## src/rtl/bus_rr_arbiter_if.sv

```systemverilog
// ---------------------------------------------------------------------------
// bus_rr_arbiter_if
//   Bundles the request side (NM masters) and the single slave bus that the
//   round-robin arbiter sits between.
//
//   Modports
//     master : the arbiter's view. It takes the r_* requests in, drives the
//              r_ready/r_rdata completions back, and acts as bus master on
//              the s_* side.
//     slave  : the environment's view (the masters plus the memory slave).
//              It is the exact mirror of the master modport.
//
//   Signals
//     r_valid  [NM]     per-master request, held until that master's r_ready
//     r_ready  [NM]     one-hot, single-cycle completion strobe
//     r_addr   [NM*32]  master i address at [32*i+:32]
//     r_wdata  [NM*32]  master i write data at [32*i+:32]
//     r_wstrb  [NM*4]   master i byte strobes at [4*i+:4], 0 = read
//     r_rdata  [32]     read data broadcast to every master
//     s_valid/s_ready   slave handshake
//     s_addr/s_wdata/s_wstrb/s_rdata  slave bus payload
// ---------------------------------------------------------------------------
interface bus_rr_arbiter_if #(
  parameter int NM = 4
);
  logic [NM-1:0]    r_valid;
  logic [NM-1:0]    r_ready;
  logic [NM*32-1:0] r_addr;
  logic [NM*32-1:0] r_wdata;
  logic [NM*4-1:0]  r_wstrb;
  logic [31:0]      r_rdata;

  logic             s_valid;
  logic             s_ready;
  logic [31:0]      s_addr;
  logic [31:0]      s_wdata;
  logic [3:0]       s_wstrb;
  logic [31:0]      s_rdata;

  modport master (
    input  r_valid, r_addr, r_wdata, r_wstrb, s_ready, s_rdata,
    output r_ready, r_rdata, s_valid, s_addr, s_wdata, s_wstrb
  );

  modport slave (
    output r_valid, r_addr, r_wdata, r_wstrb, s_ready, s_rdata,
    input  r_ready, r_rdata, s_valid, s_addr, s_wdata, s_wstrb
  );
endinterface

```

## src/rtl/bus_rr_arbiter.sv

```systemverilog
// ---------------------------------------------------------------------------
// bus_rr_arbiter
//   Round-robin arbiter sharing one valid/ready memory bus between NM
//   masters (core I/D ports, debug, DMA). One IDLE cycle picks the next
//   requester after the last one served; the grant is then held in BUSY
//   until the slave completes the transfer.
//
//   Parameters
//     NM         number of masters (2..8)
//     TO_CYCLES  transfer timeout in cycles (only with BUS_ARB_TIMEOUT_EN)
//
//   Ports
//     clk     clock, all state on the rising edge
//     resetn  asynchronous active-low reset
//     bus     bus_rr_arbiter_if.master (request side + slave side)
//     err     single-cycle timeout pulse, tied 0 when the timeout is absent
//
//   Optional feature
//     `define BUS_ARB_TIMEOUT_EN enables the per-transfer timeout: a transfer
//     still waiting on s_ready after TO_CYCLES BUSY cycles is completed to
//     the master with r_rdata = 32'hFFFF_FFFF and err = 1. s_ready on that
//     same cycle takes priority and completes normally.
// ---------------------------------------------------------------------------
module bus_rr_arbiter #(
  parameter int NM        = 4,
  parameter int TO_CYCLES = 256
) (
  input  logic                clk,
  input  logic                resetn,
  bus_rr_arbiter_if.master    bus,
  output logic                err
);

  localparam int GW = (NM > 1) ? $clog2(NM) : 1;

  if (NM < 2 || NM > 8) begin : g_nm_check
    $error("bus_rr_arbiter: NM must be in 2..8");
  end
  if (TO_CYCLES < 2) begin : g_to_check
    $error("bus_rr_arbiter: TO_CYCLES must be at least 2");
  end

  typedef enum logic {
    IDLE = 1'b0,
    BUSY = 1'b1
  } state_t;

  state_t          state;
  logic [GW-1:0]   grant;
  logic [GW-1:0]   last;
  logic [GW-1:0]   next_grant;
  logic [GW+4:0]   data_base;
  logic [GW+1:0]   strb_base;
  logic            done_ok;
  logic            done_to;
  logic            done;

  // First requester found scanning last+1, last+2, ... wrapping at NM.
  // Starting one past the previous winner is what bounds every master's
  // wait to NM-1 transfers.
  function automatic logic [GW-1:0] rr_pick(input logic [NM-1:0] req,
                                            input logic [GW-1:0] lst);
    logic [GW-1:0] pick;
    logic          found;
    int            idx;
    pick  = '0;
    found = 1'b0;
    for (int k = 1; k <= NM; k++) begin
      idx = (int'(lst) + k) % NM;
      if (!found && req[idx]) begin
        pick  = GW'(idx);
        found = 1'b1;
      end
    end
    return pick;
  endfunction

  assign next_grant = rr_pick(bus.r_valid, last);
  assign done_ok    = (state == BUSY) && bus.s_ready;

`ifdef BUS_ARB_TIMEOUT_EN
  localparam int CW = $clog2(TO_CYCLES) + 1;

  logic [CW-1:0] to_cnt;

  // The counter value equals the number of BUSY cycles already spent
  // without s_ready, so it reads TO_CYCLES-1 on the TO_CYCLES-th BUSY cycle.
  assign done_to = (state == BUSY) && !bus.s_ready &&
                   (to_cnt == CW'(TO_CYCLES - 1));

  always_ff @(posedge clk or negedge resetn) begin
    if (!resetn) begin
      to_cnt <= '0;
    end else if (state == IDLE) begin
      if (|bus.r_valid) begin
        to_cnt <= '0;
      end
    end else if (!bus.s_ready && !done_to) begin
      to_cnt <= to_cnt + CW'(1);
    end
  end

  assign err = done_to;
`else
  assign done_to = 1'b0;
  assign err     = 1'b0;
`endif

  assign done = done_ok | done_to;

  // Arbitration / transfer control
  always_ff @(posedge clk or negedge resetn) begin
    if (!resetn) begin
      state <= IDLE;
      grant <= '0;
      last  <= GW'(NM - 1);
    end else begin
      case (state)
        IDLE: begin
          // s_ready seen here belongs to no transfer and is ignored.
          if (|bus.r_valid) begin
            grant <= next_grant;
            state <= BUSY;
          end
        end
        BUSY: begin
          // The grant is frozen here: newer requests wait for the next
          // IDLE cycle even if the granted master drops r_valid.
          if (done) begin
            last  <= grant;
            state <= IDLE;
          end
        end
        default: state <= IDLE;
      endcase
    end
  end

  // s_valid comes straight from the state register, so an asynchronous
  // reset removes it without waiting for a clock edge.
  assign bus.s_valid = (state == BUSY);

  assign data_base = {grant, 5'b0};
  assign strb_base = {grant, 2'b0};

  always_comb begin
    bus.s_addr  = '0;
    bus.s_wdata = '0;
    bus.s_wstrb = '0;
    if (state == BUSY) begin
      bus.s_addr  = bus.r_addr[data_base +: 32];
      bus.s_wdata = bus.r_wdata[data_base +: 32];
      bus.s_wstrb = bus.r_wstrb[strb_base +: 4];
    end
  end

  always_comb begin
    bus.r_ready = '0;
    if (done) begin
      bus.r_ready[grant] = 1'b1;
    end
  end

  // Read data is a pass-through; masters qualify it with their own r_ready.
  assign bus.r_rdata = done_to ? 32'hFFFF_FFFF : bus.s_rdata;

endmodule

```

## src/flat_wrapper.sv

```systemverilog
// flat-port wrapper written by rule: the top's interface ports become plain ports
module bus_rr_arbiter_flat 
#(
  parameter int NM        = 4,
  parameter int TO_CYCLES = 256
)
  (clk, resetn, err, bus_r_valid, bus_r_addr, bus_r_wdata, bus_r_wstrb, bus_s_ready, bus_s_rdata, bus_r_ready, bus_r_rdata, bus_s_valid, bus_s_addr, bus_s_wdata, bus_s_wstrb);
  bus_rr_arbiter_if #(.NM(NM)) bus_i ();
  input  logic clk;
  input  logic resetn;
  output logic err;
  input wire logic [$bits(bus_i.r_valid)-1:0] bus_r_valid;
  input wire logic [$bits(bus_i.r_addr)-1:0] bus_r_addr;
  input wire logic [$bits(bus_i.r_wdata)-1:0] bus_r_wdata;
  input wire logic [$bits(bus_i.r_wstrb)-1:0] bus_r_wstrb;
  input wire logic [$bits(bus_i.s_ready)-1:0] bus_s_ready;
  input wire logic [$bits(bus_i.s_rdata)-1:0] bus_s_rdata;
  output wire logic [$bits(bus_i.r_ready)-1:0] bus_r_ready;
  output wire logic [$bits(bus_i.r_rdata)-1:0] bus_r_rdata;
  output wire logic [$bits(bus_i.s_valid)-1:0] bus_s_valid;
  output wire logic [$bits(bus_i.s_addr)-1:0] bus_s_addr;
  output wire logic [$bits(bus_i.s_wdata)-1:0] bus_s_wdata;
  output wire logic [$bits(bus_i.s_wstrb)-1:0] bus_s_wstrb;
  assign bus_i.r_valid = bus_r_valid;
  assign bus_i.r_addr = bus_r_addr;
  assign bus_i.r_wdata = bus_r_wdata;
  assign bus_i.r_wstrb = bus_r_wstrb;
  assign bus_i.s_ready = bus_s_ready;
  assign bus_i.s_rdata = bus_s_rdata;
  assign bus_r_ready = bus_i.r_ready;
  assign bus_r_rdata = bus_i.r_rdata;
  assign bus_s_valid = bus_i.s_valid;
  assign bus_s_addr = bus_i.s_addr;
  assign bus_s_wdata = bus_i.s_wdata;
  assign bus_s_wstrb = bus_i.s_wstrb;
  bus_rr_arbiter #(.NM(NM), .TO_CYCLES(TO_CYCLES)) u_core (.clk(clk), .resetn(resetn), .bus(bus_i), .err(err));
endmodule
```

## config.mk

```make
export PLATFORM = sky130hd
export DESIGN_NAME = bus_rr_arbiter_flat
export DESIGN_NICKNAME = d
export VERILOG_FILES = /design/src/rtl/bus_rr_arbiter_if.sv /design/src/rtl/bus_rr_arbiter.sv /design/src/flat_wrapper.sv
export SDC_FILE = /design/constraint.sdc
export NUM_CORES = 1
export LEC_CHECK = 0
export ABC_CLOCK_PERIOD_IN_PS = 1700
export BUFFER_PORTS_ARGS = -buffer_cell sky130_fd_sc_hd__buf_2
export CORE_AREA = 2 2 161 163
export CTS_CLUSTER_SIZE = 30
export DETAILED_ROUTE_END_ITERATION = 6
export DIE_AREA = 0 0 163 165
export PLACE_DENSITY = 0.36
export SLEW_MARGIN = 10
export SYNTH_ARGS = -nofsm -noshare
export SYNTH_HDL_FRONTEND = slang
export SYNTH_SLANG_ARGS = --single-unit
```

## constraint.sdc

```tcl
create_clock -name clk -period 1.7 [get_ports clk]
set_input_delay 0 -clock clk [delete_from_list [all_inputs] [get_ports clk]]
set_output_delay 0 -clock clk [all_outputs]
set_load 0.01 [all_outputs]
```

==> metrics.cfg <==
[synth]
synth.area.top_cells = mux4_2 55%, and2_1 16%, buf_4 9.1%
ys_ff_latch = 5
seq_area_frac_synth_pct = 4.679
synth_edf_count = 0
async_flop_share_pct = 100.0
yosysTopAreaCell = mux4_2
synth_cell_types = 29
synth_top_cell_area_share_pct = 55.32
syn-cell-area_sq_mm = 0.002728
avgSynthCellArea_sq_um = 11.91
syn_inst = 229
syn_nets = 540
synth_flop_cell = dfrtp_1
synth_common_cells = 68 x and2_1, 67 x mux4_2, 33 x buf_4
yosysWarnings = 0
yosysMostFrequentCell = and2_1

[detailed_routing]
vias = 3365
met1Wirelength_mm = 5.403
viasPerCell = 3.764
dr.max_layer_used = met4
drt_pass1_iterations = 4
route.antenna.remaining_nets = 0
wl_met2_mm = 7.831
wirelength_mm = 14.72
drc = 0
wl_met3_mm = 1.342
routedWlPerCell_um = 16.47
drt_iter0_drc = 131

[layout]
syn_to_final_growth_pct = 85.55
instances_no_fill = 894
finalNetCount = 874
drive_above_1_share_pct = 85.23
final_util_pct = 20.21

[setup_path]
path_cells = buf_12 -> buf_4 -> mux4_2 -> and2_1 -> buf_2
startpoint_type = flop
r2r_start = u_core.grant[0]$_DFFE_PN0P_
crit_path_max_incr_delay_ns = 0.52
critPathBufInv = 3
crit_slowest_cell = mux4_2
crit_fanout = 14
crit_type = reg2out
crit_start = u_core.grant[0]$_DFFE_PN0P_
worstPathArrival_ns = 1.82
crit_cells = 5
required_ns = 1.70
rr_endpoint = u_core.grant[0]$_DFFE_PN0P_
rr_worst_depth = 5
path_delay_family = multiplexers
crit_path_end = bus_s_wdata[10]
r2r_setup_slack_ns = 0.45
cp-end-kind = output pin

[pwr]
report.power.total_mw = 4.166
p_per_area_mw_per_mm2 = 823.2
leakage_nw = 2.475
ir_worst_vdd_mv = 0.2366

[timing]
rsz0062_at_grt = yes
fin_tns_setup_ns = -3.832
period_share_pct = 106.8
final_max_slew_viol_count = 0
setup_viol = 67
hold_viol_final = 0
period_minus_slack_ns = 1.815
finClkSkew_ns = 0.0008049
worst_slack_ns = -0.1152
clock.fmax_mhz = 550.9
holdWs_ns = 0.000004453

[place]
placed_cells = 874
detailed_place_hpwl_mm = 12.72
globalplace.congestion = 0.7691
portBuffers = 351

[clock_tree]
clock_path_buffers = 2
cts_sinks = 5
cts_tree = built
cts_root_buf = clkbuf_16
path_clk_slew_ns = 0.03
htreeDepth = 1
cts_buffers = 3
insertion_delay_ns = 0.22

[grt]
antenna_found_initial = 2
grtUsageTotal_pct = 9.922
grt_overflow = 0
grt_max_degree = 40
grt_first_pass_wirelength_mm = 20.60
grt_pass1_vias = 3638

[hold_path]
holdCritPathClass = in2out

[status]
outcome = finished, violations left
violations = negative setup slack

[die]
dieArea_sq_mm = 0.02690
ios = 417
rows = 58
core_area_sq_mm = 0.02504
die_h_um = 165
die_x_um = 163
initial_core_util_pct = 10.89

[run]
cap_violations = 0

==> sequential cells by signal, summed over array words and instances, names as in the netlist <==
signal / cells
u_core.bus.s_valid: 1
u_core.last: 2
u_core.grant: 2
==> stage by stage <==
stage | instance area, sq um | setup WS, ns
finish | 5061 | -0.1152
global route | 5061 | -0.1671
CTS | 4931 | -0.1515
detailed placement | 4651 | 0.05576
global placement | 4651 | 0.05997
floorplan | 2728 | 0.3661
==> repair_timing <==
item	CTS	global route
gates resized for setup	30	17
hold buffers	1	0
setup buffers	3	8
cloned	2	0
endpoints found under the setup margin	62	67
hold endpoints to repair	5	0
==> cell usage in the layout (no fill, tap or decap), types with 3 or more instances in the layout <==
cell	Yosys	final
buf_4	33	19
o21ai_0	3	3
and2_1	68	50
buf_2	7	337
buf_6	1	20
mux4_2	67	68
buf_12	6	5
nand2_1	4	4
clkbuf_16	0	3
nor2_1	3	3
a21boi_0	3	3
and2_4	0	18
==> worst min path at each step <==
| stage | cells after the start | slack, ns | to | startpoint |
|---|---|---|---|---|
| after floorplan | 0 | -0.30 | u_core.bus.s_valid$_DFF_PN0_ | resetn |
| after global placement | 1 | -0.17 | u_core.grant[1]$_DFFE_PN0P_ | resetn |
| after detailed placement | 1 | -0.17 | u_core.grant[1]$_DFFE_PN0P_ | resetn |
| after CTS | 0 | 0.00007 | bus_r_rdata[18] | bus_s_rdata[18] |
| after global routing | 0 | 0.00002 | bus_r_rdata[13] | bus_s_rdata[13] |
| final | 0 | 0.000004 | bus_r_rdata[13] | bus_s_rdata[13] |
==> where the power goes <==
part           internal, mW  switching [mW]
combinational          2.19            1.38
sequential            0.166          0.0469
clock                 0.310          0.0734
total                  2.67            1.50
==> logic make-up (layout without fill, tap and decap cells) <==
group	after synthesis	after routing	share of synthesized area, %
AOI/OAI and AO/OA	12	12	2.982
buffers and inverters	59	392	17.25
DFF	5	5	4.679
muxes	69	69	56.65
other	1	3	0.1375
and+or+nand+nor	83	83	18.30
==> metal layers <==
layer,up-vias,GRT usage [%]
met5,-,0
met4,0,2.212
met3,16,2.109
met2,225,18.93
met1,1598,11.26
li1,1526,-
==> final cells by class <==
class / count / area [sq um]
Multi-Input combinational cell: 165 / 2171
Sequential cell: 5 / 136.4
Antenna cell: 2 / 5.005
Clock buffer: 4 / 78.83
Inverter: 2 / 7.507
Fill cell: 2832 / 19980
Tap cell: 330 / 412.9
Timing Repair Buffer: 386 / 2250
No activity file was read; power rests on OpenSTA's default activity.
